[src/rtl/dtc_ctrl.sv]
// DTC sequencing and gain-calibration controller: fractional accumulator, gain-scaled
// DTC code generation, and sign-sign LMS gain trim from the bang-bang phase detector.
module dtc_ctrl #(
  parameter int DIN_WIDTH  = 10,
  parameter int FRAC_WIDTH = 16,
  parameter int GAIN_WIDTH = 12,
  parameter int GAIN_INIT  = 2048,
  parameter int CAL_CYCLES = 1024,
  parameter int CAL_STEP   = 16,
  parameter int TRACK_STEP = 4
) (
  input  logic                        clk,
  input  logic                        rst,
  input  logic                        en,
  input  logic                        recal,
  input  logic [FRAC_WIDTH-1:0]       frac_fcw,
  input  logic                        bbpd_valid,
  input  logic                        bbpd_early,
  output logic signed [DIN_WIDTH-1:0] d_in,
  output logic                        carry_out,
  output logic                        code_valid,
  output logic [GAIN_WIDTH-1:0]       gain_out,
  output logic                        cal_done,
  output logic [1:0]                  state_out
);

  localparam int PW    = FRAC_WIDTH + GAIN_WIDTH;
  localparam int SHIFT = PW - (DIN_WIDTH - 1);
  localparam int CW    = $clog2(CAL_CYCLES + 1);
  localparam logic [GAIN_WIDTH:0]       CSTEP = (GAIN_WIDTH+1)'(CAL_STEP);
  localparam logic [GAIN_WIDTH:0]       TSTEP = (GAIN_WIDTH+1)'(TRACK_STEP);
  localparam logic signed [DIN_WIDTH-1:0] D_OFS = DIN_WIDTH'(1 << (DIN_WIDTH - 2));

  typedef enum logic [1:0] {IDLE = 2'd0, CAL = 2'd1, TRACK = 2'd2} state_t;
  state_t state, state_nxt;

  logic [FRAC_WIDTH-1:0]  acc;
  logic [1:0]             hist;
  logic [CW-1:0]          cnt;

  logic                   run;
  logic [FRAC_WIDTH:0]    sum;
  logic [FRAC_WIDTH-1:0]  acc_nxt;
  logic [PW-1:0]          prod;
  logic [DIN_WIDTH-2:0]   code;
  logic                   upd;
  logic                   cal_hit;
  logic [GAIN_WIDTH:0]    step;
  logic [GAIN_WIDTH:0]    gain_up;
  logic [GAIN_WIDTH-1:0]  gain_inc;
  logic [GAIN_WIDTH-1:0]  gain_dec;

  assign run     = ((state == CAL) || (state == TRACK)) && en;
  assign sum     = {1'b0, acc} + {1'b0, frac_fcw};
  assign acc_nxt = sum[FRAC_WIDTH-1:0];
  // Full-width product keeps every bit until the final shift.
  assign prod    = PW'(acc_nxt) * PW'(gain_out);
  assign code    = prod[PW-1:SHIFT];

  // hist[1] holds the accumulator MSB of the code issued two edges ago.
  assign upd      = run && bbpd_valid && hist[1];
  assign cal_hit  = run && (state == CAL) && bbpd_valid && (cnt == CW'(CAL_CYCLES - 1));
  assign step     = (state == CAL) ? CSTEP : TSTEP;
  assign gain_up  = {1'b0, gain_out} + step;
  assign gain_inc = gain_up[GAIN_WIDTH] ? '1 : gain_up[GAIN_WIDTH-1:0];
  assign gain_dec = ({1'b0, gain_out} < step) ? '0 : (gain_out - step[GAIN_WIDTH-1:0]);

  always_ff @(posedge clk) begin
    if (rst) state <= IDLE;
    else     state <= state_nxt;
  end

  always_comb begin
    state_nxt = state;
    case (state)
      IDLE: if (en) state_nxt = (cal_done && !recal) ? TRACK : CAL;
      CAL, TRACK: begin
        if (!en)         state_nxt = IDLE;
        else if (recal)  state_nxt = CAL;
        else if (cal_hit) state_nxt = TRACK;
      end
      default: state_nxt = IDLE;
    endcase
  end

  always_ff @(posedge clk) begin
    if (rst) begin
      acc        <= '0;
      hist       <= '0;
      cnt        <= '0;
      d_in       <= '0;
      carry_out  <= 1'b0;
      code_valid <= 1'b0;
      gain_out   <= GAIN_WIDTH'(GAIN_INIT);
      cal_done   <= 1'b0;
    end else if (run) begin
      acc        <= acc_nxt;
      carry_out  <= sum[FRAC_WIDTH];
      d_in       <= $signed({1'b0, code}) - D_OFS;
      code_valid <= 1'b1;
      hist       <= {hist[0], acc_nxt[FRAC_WIDTH-1]};
      if (upd) gain_out <= bbpd_early ? gain_inc : gain_dec;
      if (recal) begin
        cnt      <= '0;
        cal_done <= 1'b0;
      end else if (cal_hit) begin
        cnt      <= '0;
        cal_done <= 1'b1;
      end else if ((state == CAL) && bbpd_valid) begin
        cnt      <= cnt + CW'(1);
      end
    end else begin
      // Idle, or leaving a running state: outputs quiesce and history restarts.
      acc        <= '0;
      hist       <= '0;
      d_in       <= '0;
      carry_out  <= 1'b0;
      code_valid <= 1'b0;
      if (recal) cal_done <= 1'b0;
    end
  end

  assign state_out = state;

endmodule

[config.mk]
export PLATFORM = sky130hd
export DESIGN_NAME = dtc_ctrl
export DESIGN_NICKNAME = d
export VERILOG_FILES = /design/src/rtl/dtc_ctrl.sv
export SDC_FILE = /design/constraint.sdc
export NUM_CORES = 1
export LEC_CHECK = 0
export CORE_MARGIN = 2
export CORE_UTILIZATION = 55
export DETAILED_ROUTE_END_ITERATION = 10
export PLACE_DENSITY_LB_ADDON = 0.2
export SLEW_MARGIN = 10
export SYNTH_ARGS = -nofsm -noshare
export SYNTH_HDL_FRONTEND = slang
export SYNTH_SLANG_ARGS = --single-unit
[constraint.sdc]
create_clock -name clk -period 16.2 [get_ports clk]
set_input_delay 2.43 -clock clk [delete_from_list [all_inputs] [get_ports clk]]
set_output_delay 2.43 -clock clk [all_outputs]
set_load 0.02 [all_outputs]
### Word-level counts from Yosys, hierarchy flattened

Cells that the tools add are included.

| word-level totals | value |
|---|---|
| bits in registers | 56 |
| bits in latches | 0 |
| RAM bits | 0 |
| ROM bits | 0 |
| bits of input ports | 22 |
| word-level logic and storage cells | 60 |
| memories kept | 0 |

| cells by class | value |
|---|---|
| $add $sub $neg | 5 |
| multiply operators | 1 |
| divide/modulo/power cells | 0 |
| magnitude comparators | 1 |
| equal/unequal tests | 5 |
| shift operators | 0 |
| muxes and demuxes | 18 |
| bitwise operators | 1 |
| reductions and logical operators | 20 |

Operators by type and width:

| cell | number |
|---|---|
| 12-bit 2-to-1 mux | 3 |
| 11-bit 2-to-1 mux | 3 |
| 16-bit by 12-bit multiplier with 28-bit output | 1 |
| 16-bit by 16-bit adder with 17-bit output | 1 |
| 12-bit by 5-bit adder with 13-bit output | 1 |
| 12-bit by 5-bit less-than comparator with 1-bit output | 1 |
| 12-bit by 5-bit subtractor with 12-bit output | 1 |
| 11-bit by 1-bit adder with 11-bit output, second input constant | 1 |
| 11-bit by 10-bit equality test with 1-bit output, second input constant | 1 |
| 2-bit 2-to-1 mux | 5 |
| 9-bit by 9-bit subtractor with 10-bit output, second input constant | 1 |
| 1-bit logical AND | 8 |
| 2-bit AND reduction | 4 |
| 1-bit 2-to-1 mux | 5 |
| 5-bit 2-to-1 mux | 1 |
| 4-bit inequality test, second input constant | 1 |
| 2-bit case mux with 2 select lines | 1 |
| 2-bit nonzero test | 2 |
| 2-bit OR reduction | 2 |
| 3-bit nonzero test | 1 |
| 2-bit by 1-bit equality test with 1-bit output, second input constant | 1 |
| 2-bit equality test, second input constant | 1 |
| 2-bit zero test | 1 |
| 2-bit inequality test, second input constant | 1 |
| other kinds (3) | 3 |

### Depth between registers and ports, before layout

| depth | value |
|---|---|
| depth after elaboration | 10 |
| depth in mapped cells | 24 |
| depth with buffers taken out | 24 |

### Worst setup path after synthesis

OpenSTA, ideal clock, no wires.

| path | value |
|---|---|
| kind | input to register |
| start | input port frac_fcw[0] |
| end | register d_in[4] |
| arrival | 8.406 ns |
| setup slack | 7.672 ns |
| stages | 23 |
| buffers on the path | 1 |
| path through | ha_1 > fa_1 > a211oi_1 > o21ai_1 > a311o_1 > xor2_1 > clkbuf_1 > nand2_1 > fa_1 > fa_1 > inv_1 > fa_1 > fa_1 > inv_1 > fa_1 > inv_1 > ha_1 > nand4_1 > a211oi_1 > a221oi_4 > o311ai_4 > a31oi_1 > mux2i_1 |

| on the way | value |
|---|---|
| cells in the longest elaborated chain, start to end | 3 |

Ends and longest elaborated chain:

| element | RTL line | source |
|---|---|---|
| start, declared | 16 | `input logic [FRAC_WIDTH-1:0] frac_fcw,` |
| 16-bit by 16-bit adder with 17-bit output | 54 | `assign sum = {1'b0, acc} + {1'b0, frac_fcw};` |
| 16-bit by 12-bit multiplier with 28-bit output | 57 | `assign prod = PW'(acc_nxt) * PW'(gain_out);` |
| 9-bit by 9-bit subtractor with 10-bit output | 99 | `d_in <= $signed({1'b0, code}) - D_OFS;` |
| end signal, assigned | 99 |  |
| end, declared | 19 | `output logic signed [DIN_WIDTH-1:0] d_in,` |

No other way between the ends.
A chain may end at the register's enable or synchronous reset.

### Worst setup path after layout

| path | value |
|---|---|
| start | input port frac_fcw[0] |
| end | register d_in[6] |

The elaborated chain is that of the path after synthesis.

==> results.md <==
* Status: complete, no violations
* Area Overhead vs Synth at 7.29%
* DRT iter0 DRCs at 565
* Dpl cell area at about 10000 um^2
* Minimum clock period at 9.41 ns
* Sw power at 0.000145 W
* GRT Residual Overflow at 0
* Worst Setup Path Type: input port to flip-flop
* Mux cell area share after synthesis at 0.0177
* Drt pass-1 iters at 5
* DR WL/cell at 16.5 um
* Hold_ws at 0.496 ns
* P_leak at roughly 5 nW
* Post-synthesis async set-or-reset flop share at 0
* R2R Path Start: acc[0]
* Port bufs at 48
* FP Rows at 48
* N_diodes at 0
* Fin Setup TNS at 0 ns
* Clock share of power at 0.300
* RSZ-0062 raised after global routing: no
* XOR/XNOR Fraction of Synth Area at 0.0262
* Initial core utilization at 0.562
* Min-delay src: gain_out[2]
* Final Cycle Share at 0.581
* WL final at 22.8 mm
* Seq/Total Area, Yosys at 0.110
* Initial antenna violation count at 0
* EDFF count, synth at 0
* Maxcap violations at 0
* Dpl hpwl at 17.1 mm
* Total number of yosys warnings at 0
* Crit path to: d_in[6]
* R2r endpoint: d_in[6]
* CP top delay family: adder cells
* Layout cell share with drive strength beyond 1 at 0.0364
* Ys flop type: dfxtp_1
* Worst setup path startpoint: frac_fcw[0]
* CTS Hold Bufs at 0
* Total power draw at 0.000388 W
* Switching part of the total at 0.373
* Worst slew pin tran at approximately 1.2 ns
* RD Place Congestion at 0.890
* Vias in the first global route at 7590
* Gate power share at 0.350
* Die height at around 140 um
* Die X at roughly 140 um
* Final setup vio count at 0
* CP endpoint kind: flip-flop
* Clk sinks at 53
* Vias at 7776
* Post-Synth Adder-Cell Area at 0.404
* Final hold viol count at 0
* Post-Route Skew at 0.00977 ns
* Mean post-synth cell area at 8.39 um^2
* Finished Cell Area at 10400 um^2
* Largest family of logic cells by synthesized area: adder cells
* Nets at 1404
* CTS Buf Count at 5
* Int Pwr at 0.000243 W
* H-tree Lvls at 2
* Core ar. at between 15000 and 20000 um^2
* Filler cells at 1554
* Mapped Cells at between 1000 and 1500
* Total Routing Usage GR at 0.256
* Antenna Nets Post-Route at 0
* Power Density at 37.3 nW/um^2
* Crit-path most repeated cell: fa_1
* Startpoint Class: input port
* Synth Area in Compound Gates at 0.121
* Crit path DAT at 9.61 ns
* Post-CTS resize count at 0
* I/O pin count at 49
* Die ar. at about 19000 um^2
* Clock buffer depth at 2
* Slowest stage delay, CP at 0.69 ns
* Synth cell types at 75
* Fraction of power consumed by sequential logic at 0.350
* Via density at 5.64
* Area of the mapped netlist at 9690 um^2
* CTS tree: yes
* Crit path max-delay cell type: xor2_1
* Largest net degree at the start of global routing at 46
* Bufs and invs on worst path at 4
* Root buffer cell: clkbuf_16
* Final Max Tran Viols at 0
* Post-CTS setup buffer count at 0
* Hold Path Class: flip-flop to flip-flop
* Simple logic cell fraction of the synthesized area at 0.218
* Maximum vdd drop at ~0.042 mV
* Worst-path fanout max at 12
* Reg2reg setup slack at 9.06 ns
* CP Depth at 23
* Synthesized flop and latch total at 53
* Max transition margin at 0.171
* Max Fclk at 106 MHz
* Worst reg2reg path depth at 22
* Clock Pin Slew Worst Setup and Hold Paths at 0.08 ns
* CP cell instances: clkdlybuf4s50_1 > ha_1 > fa_1 > a211oi_1 > o21ai_1 > a311o_1 > xor2_1 > nand2_1 > fa_1 > fa_1 > inv_1 > fa_1 > fa_1 > inv_1 > fa_1 > inv_1 > ha_1 > nand4_1 > a211oi_1 > a221oi_4 > o311ai_4 > o22ai_1 > mux2i_1
* Post-route DRC at 0
* Clock latency at the later pin of the worst-skew pair at 0.31 ns
* Syn nets at 1405
* First-pass GRT wire length at roughly 38 mm
* CP Data Required Time at 16.40 ns
state kept, by name (all words and copies together) (netlist names):
register and cells:
carry_out 1, cal_done 1, cnt 11, d_in 9, state_out 2, acc 15, code_valid 1, gain_out 11
hist 2
worst min-delay path, stage by stage, from the launching register on:
cell	delay, ns
dfxtp_1	0.34
nand2_1	0.06
a21oi_1	0.05
metrics by stage:
| stage | util | cells | setup WS (ns) |
|---|---|---|---|
| after global routing | 0.603 | 1379 | 6.37 |
| after CTS | 0.603 | 1379 | 6.76 |
| after detailed placement | 0.595 | 1371 | 6.46 |
| after global placement | 0.595 | 1371 | 6.62 |
| final | 0.603 | 1379 | 6.79 |
| after floorplan | - | 1154 | 7.67 |
per-layer routing:
metal  routed length (um)  share of wire  vias up  track usage
met4                  652          0.029        0       0.0839
met2                11000           0.48      205        0.426
met1                10100           0.45     3795        0.352
li1                     -              -     3736            -
met3                 1000          0.044       40       0.0237
met5                    0              0        -            0
Yosys cell counts, drive strengths merged, types with 2 or more instances:
| cell | number | area [um^2] |
|---|---|---|
| and3 | 22 | 138 |
| nor4 | 5 | 31.3 |
| a211oi | 14 | 105 |
| clkbuf | 54 | 203 |
| a221oi | 5 | 67.6 |
| xnor2 | 21 | 184 |
| a22oi | 2 | 15.0 |
| o221ai | 3 | 32.5 |
| o31ai | 5 | 42.5 |
| nand2 | 142 | 533 |
| and2 | 80 | 500 |
| nand3 | 23 | 115 |
| nand2b | 13 | 81.3 |
| o211ai | 7 | 52.6 |
| nor3 | 27 | 135 |
| and3b | 2 | 17.5 |
| buf | 17 | 109 |
| o21a | 3 | 22.5 |
| nor2b | 10 | 62.6 |
| dfxtp | 53 | 1060 |
| xor2 | 8 | 70.1 |
| a31oi | 4 | 25.0 |
| o2111ai | 2 | 17.5 |
| or3 | 10 | 67.6 |
| nand3b | 10 | 75.1 |
| mux2i | 16 | 160 |
| fa | 140 | 2800 |
| a21oi | 39 | 195 |
| nor2 | 41 | 154 |
| o21ai | 28 | 151 |
| ha | 89 | 1110 |
| a222oi | 2 | 20.0 |
| or2 | 4 | 25.0 |
| or4 | 8 | 63.8 |
| inv | 184 | 691 |
| o21bai | 4 | 30.0 |
| nand4 | 9 | 56.3 |
| nor3b | 3 | 22.5 |
| a21o | 20 | 150 |
power by group through the flow:
stage | combinational, W | sequential (W) | clock [W]
after floorplan | 0.0000968 | 0.000141 | 0
after global placement | 0.000133 | 0.000139 | 0
after detailed placement | 0.000135 | 0.000139 | 0
after CTS | 0.000136 | 0.000136 | 0.000118
after global routing | 0.000152 | 0.000136 | 0.000122
final | 0.000136 | 0.000136 | 0.000116
logic make-up (layout without fill, tap and decap cells):
family                     after synthesis  count (layout)
AOI/OAI and AO/OA                      158             158
xor gates and xnor gates                29              29
adders and majority gates              229             229
buffers and inverters                  255             255
DFF                                     53              53
muxes                                   17              17
and+or+nand+nor                        413             413
placed cells by master, fill, tap and decap left out, types with 4 or more instances in the layout:
master           synthesis  final
a211oi_1                14     14
a21o_1                  20     20
a21oi_1                 39     39
a31oi_1                  4      4
and2_1                  80     80
and3_1                  22     22
buf_4                    4     15
clkbuf_16                0      5
clkdlybuf4s50_1          0     48
dfxtp_1                 53     53
fa_1                   140    140
ha_1                    89     89
inv_1                  184    184
mux2i_1                 16     16
nand2_1                142    142
nand2b_1                13     13
nand3_1                 23     23
nand3b_1                10     10
nand4_1                  9      9
nor2_1                  41     41
nor2b_1                 10     10
nor3_1                  27     27
nor4_1                   5      5
o211ai_1                 7      7
o21ai_0                 24     24
o21bai_1                 4      4
o31ai_1                  4      4
or2_2                    4      4
or3_1                    9      9
or4_1                    7      7
xnor2_1                 21     21
xor2_1                   8      8
final cells by class:
cell class                 instances  area [um^2]  share of cell area
sequential                        53         1060               0.102
multi-input combinational        846         7620               0.734
clock inverter                     2         13.8             0.00132
timing repair buffer              63          593              0.0571
tap                              225          282              0.0271
inverter                         184          691              0.0665
clock buffer                       6          129              0.0124
worst min path at each step:
stage | slack (ns) | endpoint | cells after the start
after floorplan | 0.43 | hist[1] | 1
after global placement | 0.47 | gain_out[2] | 2
after detailed placement | 0.48 | hist[1] | 1
after CTS | 0.50 | gain_out[2] | 2
after global routing | 0.52 | hist[1] | 1
final | 0.50 | gain_out[2] | 2
No activity file was read; power rests on OpenSTA's default activity.
==> variant 1, RTL diff (config.mk and constraints unchanged) <==
Change the parameter `CAL_STEP` from 16 to 15.
--- a/src/rtl/dtc_ctrl.sv
+++ b/src/rtl/dtc_ctrl.sv
@@ -6,7 +6,7 @@
   parameter int GAIN_WIDTH = 12,
   parameter int GAIN_INIT  = 2048,
   parameter int CAL_CYCLES = 1024,
-  parameter int CAL_STEP   = 16,
+  parameter int CAL_STEP   = 15,
   parameter int TRACK_STEP = 4
 ) (
   input  logic                        clk,
Formal check against the unedited RTL: not equivalent (a bounded check fails within 10 cycles, from zero or initial values and one cycle with rst high).
==> variant 1 against the unedited design <==
Design area is 0.28% higher. Power grew 6.7%. Synthesized cell count decreased by 2.2%. Sequential cell count up 1. Setup slack got worse by 200 ps. Combinational power increased by 5%. Cell count shrank 1.7%. First-iteration DRC count decreased by 19%. Synthesized area barely moved. Routed wire length increased by 3.1%.
==> variant 1: results (changes against the unedited design) <==
metric,value,unit,change
Largest regs,"acc: 15 flops, gain_out: 12 flops, cnt: 11 flops",,
Worst VDD drop,0.0420,mV,about the same
RD Place Congestion,0.882,,-0.98%
R2R Path End,d_in[7]$_SDFF_PP0_,,
post-synthesis xor/xnor area fraction,0.0152,,-0.0110
all-layer global routing usage,0.265,,+0.00914
Synth Area in Compound Gates,0.127,,+0.00688
Setup Skew,9.82,ps,+0.0535 ps
Ys Warns,0,,unchanged
CP Launch Point,frac_fcw[8],,
initial DRC count,455,,-19%
cell family with most CP delay,adder cells,,
reg2reg start,acc[8]$_SDFF_PP0_,,
final net count,1382,,-1.6%
worst rel slew slack,0.241,,+0.0705
reg2reg setup slack,8830,ps,-230 ps
DR vias/cell,5.88,,+4.3%
"Slowest-stage cell, CP",xnor2_1,,
ys async rst share,0,,unchanged
met1 usage,0.368,,+0.0162
Yosys cell types,78,,+4.0%
crit path DAT,9860,ps,+250 ps
status,"complete, no violations",,
CTS Buf Count,5,,unchanged
CTS Buffer Depth,2,,unchanged
"Avg Cell Area, Syn",8.58,um^2,+2.2%
vias in the first global route,7671,,+1.1%
met3 GRT Util,0.0396,,+0.0159
Routed WL,23.5,mm,+3.1%
largest net degree at the start of global routing,33,,-28%
Root Buffer,clkbuf_16,,
WS Path Type,in -> reg,,
fin crit share,0.593,,+0.0125
Worst path max stage delay,820,ps,+130 ps
buffers plus inverters on the worst setup path,4,,unchanged
crit-path max FO,32,,+20
Placed Cells,1348,,-1.7%
post-CTS setup buffers,0,,unchanged
multiplexer share of the synthesized area,0.0196,,+0.00194
global-route wire length before repair,38.6,mm,+1.8%
worst skew pair latency,310,ps,about the same
pre-CTS setup slack,6390,ps,-71.0 ps
M2 GR Usage,0.427,,+0.000556
layout filler cell count,1547,,-0.45%
Lkg Pwr,0.00492,uW,-2.1%
wire per inst,17.3,um,+4.8%
Hold EP,cnt[10]$_SDFFE_PP0P_,,
synth cell count leaders,"inv_1, fa_1, nand2_1",,
area post-placement,10200,um^2,about the same
Synth area leaders,"fa_1, ha_1, dfxtp_1",,
Synth Area in Adders,0.407,,+0.00295
register area share after synthesis,0.112,,+0.00210
# H-tree levels,2,,unchanged
WHS,480,ps,-15.7 ps
Worst Hold Depth,1,,-1
share of cells above drive strength 1,0.0504,,+0.0140
worst hold path class,reg -> reg,,
Worst Min Path Start,cnt[10]$_SDFFE_PP0P_,,
detailed placement HPWL,17.9,mm,+4.8%
==> variant 1: cell type report <==
| type | count | area [um^2] | share of cell area |
|---|---|---|---|
| flip-flops and latches | 54 | 1080 | 0.104 |
| clock inverters | 2 | 38.8 | 0.00372 |
| clock buffers | 6 | 139 | 0.0133 |
| well taps | 225 | 282 | 0.0270 |
| repair buffers | 65 | 608 | 0.0584 |
| multi-input cells | 840 | 7660 | 0.735 |
| inverters | 164 | 616 | 0.0591 |
==> variant 1: per-layer routing <==
layer	up-vias	wire length [um]
li1	3726	-
met1	3910	10000
met2	293	11300
met3	45	1470
met4	0	652
met5	-	0
==> variant 1: report_power, final <==
part	leakage, uW	switching (uW)	internal, uW
sequential	0.000436	1.88	136
clock	0.0000875	55.1	77.9
combinational	0.00440	89.0	53.7
total	0.00492	146	268
==> variant 2, RTL diff (config.mk and constraints unchanged) <==
Without the edit above. Register the inputs `en`, `recal`, `frac_fcw`, `bbpd_valid` and `bbpd_early` before use, without a reset. The logic sees them one clock later.
--- a/src/rtl/dtc_ctrl.sv
+++ b/src/rtl/dtc_ctrl.sv
@@ -32,6 +32,21 @@
   localparam logic signed [DIN_WIDTH-1:0] D_OFS = DIN_WIDTH'(1 << (DIN_WIDTH - 2));
 
   typedef enum logic [1:0] {IDLE = 2'd0, CAL = 2'd1, TRACK = 2'd2} state_t;
+
+  logic en_q;
+  logic recal_q;
+  logic [FRAC_WIDTH-1:0] frac_fcw_q;
+  logic bbpd_valid_q;
+  logic bbpd_early_q;
+
+  always_ff @(posedge clk) begin
+    en_q         <= en;
+    recal_q      <= recal;
+    frac_fcw_q   <= frac_fcw;
+    bbpd_valid_q <= bbpd_valid;
+    bbpd_early_q <= bbpd_early;
+  end
+
   state_t state, state_nxt;
 
   logic [FRAC_WIDTH-1:0]  acc;
@@ -50,16 +65,16 @@
   logic [GAIN_WIDTH-1:0]  gain_inc;
   logic [GAIN_WIDTH-1:0]  gain_dec;
 
-  assign run     = ((state == CAL) || (state == TRACK)) && en;
-  assign sum     = {1'b0, acc} + {1'b0, frac_fcw};
+  assign run     = ((state == CAL) || (state == TRACK)) && en_q;
+  assign sum     = {1'b0, acc} + {1'b0, frac_fcw_q};
   assign acc_nxt = sum[FRAC_WIDTH-1:0];
   // Full-width product keeps every bit until the final shift.
   assign prod    = PW'(acc_nxt) * PW'(gain_out);
   assign code    = prod[PW-1:SHIFT];
 
   // hist[1] holds the accumulator MSB of the code issued two edges ago.
-  assign upd      = run && bbpd_valid && hist[1];
-  assign cal_hit  = run && (state == CAL) && bbpd_valid && (cnt == CW'(CAL_CYCLES - 1));
+  assign upd      = run && bbpd_valid_q && hist[1];
+  assign cal_hit  = run && (state == CAL) && bbpd_valid_q && (cnt == CW'(CAL_CYCLES - 1));
   assign step     = (state == CAL) ? CSTEP : TSTEP;
   assign gain_up  = {1'b0, gain_out} + step;
   assign gain_inc = gain_up[GAIN_WIDTH] ? '1 : gain_up[GAIN_WIDTH-1:0];
@@ -73,10 +88,10 @@
   always_comb begin
     state_nxt = state;
     case (state)
-      IDLE: if (en) state_nxt = (cal_done && !recal) ? TRACK : CAL;
+      IDLE: if (en_q) state_nxt = (cal_done && !recal_q) ? TRACK : CAL;
       CAL, TRACK: begin
-        if (!en)         state_nxt = IDLE;
-        else if (recal)  state_nxt = CAL;
+        if (!en_q)         state_nxt = IDLE;
+        else if (recal_q)  state_nxt = CAL;
         else if (cal_hit) state_nxt = TRACK;
       end
       default: state_nxt = IDLE;
@@ -99,14 +114,14 @@
       d_in       <= $signed({1'b0, code}) - D_OFS;
       code_valid <= 1'b1;
       hist       <= {hist[0], acc_nxt[FRAC_WIDTH-1]};
-      if (upd) gain_out <= bbpd_early ? gain_inc : gain_dec;
-      if (recal) begin
+      if (upd) gain_out <= bbpd_early_q ? gain_inc : gain_dec;
+      if (recal_q) begin
         cnt      <= '0;
         cal_done <= 1'b0;
       end else if (cal_hit) begin
         cnt      <= '0;
         cal_done <= 1'b1;
-      end else if ((state == CAL) && bbpd_valid) begin
+      end else if ((state == CAL) && bbpd_valid_q) begin
         cnt      <= cnt + CW'(1);
       end
     end else begin
@@ -116,7 +131,7 @@
       d_in       <= '0;
       carry_out  <= 1'b0;
       code_valid <= 1'b0;
-      if (recal) cal_done <= 1'b0;
+      if (recal_q) cal_done <= 1'b0;
     end
   end
 
Function: changed (Yosys sat finds a counterexample within 4 cycles, from zero or initial values and one cycle with rst high).
==> variant 2 against the unedited design <==
Power up 42%. Sequential share of layout area is 3.6 points higher. Setup slack better by 1900 ps. Sequential cell count increased by 20. Critical path depth stayed put. Synthesized area decreased by 0.47%. Sequential power is 40% higher. Core utilization up 0.91 points. Design area up 1.5%. Routed wire length down 4.4%. Critical endpoint is now d_in[8]$_SDFF_PP0_.
==> variant 2: results (changes against the unedited design) <==
metric,value,unit,change
status,"complete, no violations",,
Hold EP,hist[1]$_SDFF_PP0_,,
Worst Hold Depth,1,,-1
layout filler cell count,1500,,-3.5%
area of the multi-input gates,7260,um^2,-4.8%
wire per inst,16.3,um,-1.0%
final net count,1353,,-3.6%
routed vias,7383,,-5.1%
share of cells above drive strength 1,0.0488,,+0.0124
syn nets,1338,,-4.8%
Synth area leaders,"fa_1, dfxtp_1, ha_1",,
worst skew pair latency,350,ps,+40 ps
Routed WL,21.8,mm,-4.4%
clkbuf count,10,,+4
CP Launch Point,frac_fcw_q[0]$_DFF_P_,,
synth cell count leaders,"inv_1, fa_1, nand2_1",,
reg2reg setup slack,8640,ps,-420 ps
bufs w/o clock,58,,-7.9%
clk slew on worst S/H paths,60,ps,-20 ps
Yosys cell types,77,,+2.7%
initial DRC count,443,,-22%
"Avg Cell Area, Syn",8.87,um^2,+5.7%
global-route wire length before repair,37.3,mm,-1.5%
Largest regs,"frac_fcw_q: 16 flops, acc: 15 flops",,
largest net degree at the start of global routing,30,,-35%
multiplexer share of the synthesized area,0.0196,,+0.00190
post-synthesis xor/xnor area fraction,0.0209,,-0.00533
Synth Area in Adders,0.406,,+0.00189
multi-input gates,781,,-7.7%
Placed Cells,1316,,-4.0%
Setup Skew,7.38,ps,-2.39 ps
vias in the first global route,7591,,+0.013%
register area share after synthesis,0.152,,+0.0420
Worst path max stage delay,780,ps,+90 ps
RD Place Congestion,0.873,,-1.9%
R2R depth,23,,+4.5%
[variant 2: changes by cell type in the layout (fill, tap and decap cells not counted), sizes merged, moves of 9 or more]
cell,delta
xnor2,-11
nor3,-10
nand3b,-9
nand2,-19
dfxtp,+20
[variant 2: per-stage QoR]
step | worst slack (ps) | cell area (um^2) | power, uW | utilization | hold slack, ps
5_1_grt | 8240 | 10500 | 578 | 0.612 | 496
6_report | 8640 | 10500 | 549 | 0.612 | 461
2_1_floorplan | 9650 | 9640 | 295 | - | 434
3_5_place_dp | 8700 | 10200 | 334 | 0.593 | 451
4_1_cts | 8620 | 10500 | 552 | 0.612 | 465
3_3_place_gp | 8900 | 10200 | 333 | 0.593 | 439
[variant 2: metal layers]
metal	global-route usage	vias up	wire, um
li1	-	3507	-
met1	0.364	3612	10200
met2	0.399	233	9570
met3	0.0638	31	1690
met4	0.0509	0	338
met5	0	-	0
[variant 2: power by group]
group	total [uW]	internal (uW)	switching [uW]
clock	217	136	81.2
sequential	190	186	4.22
combinational	142	55.4	86.7
total	549	377	172
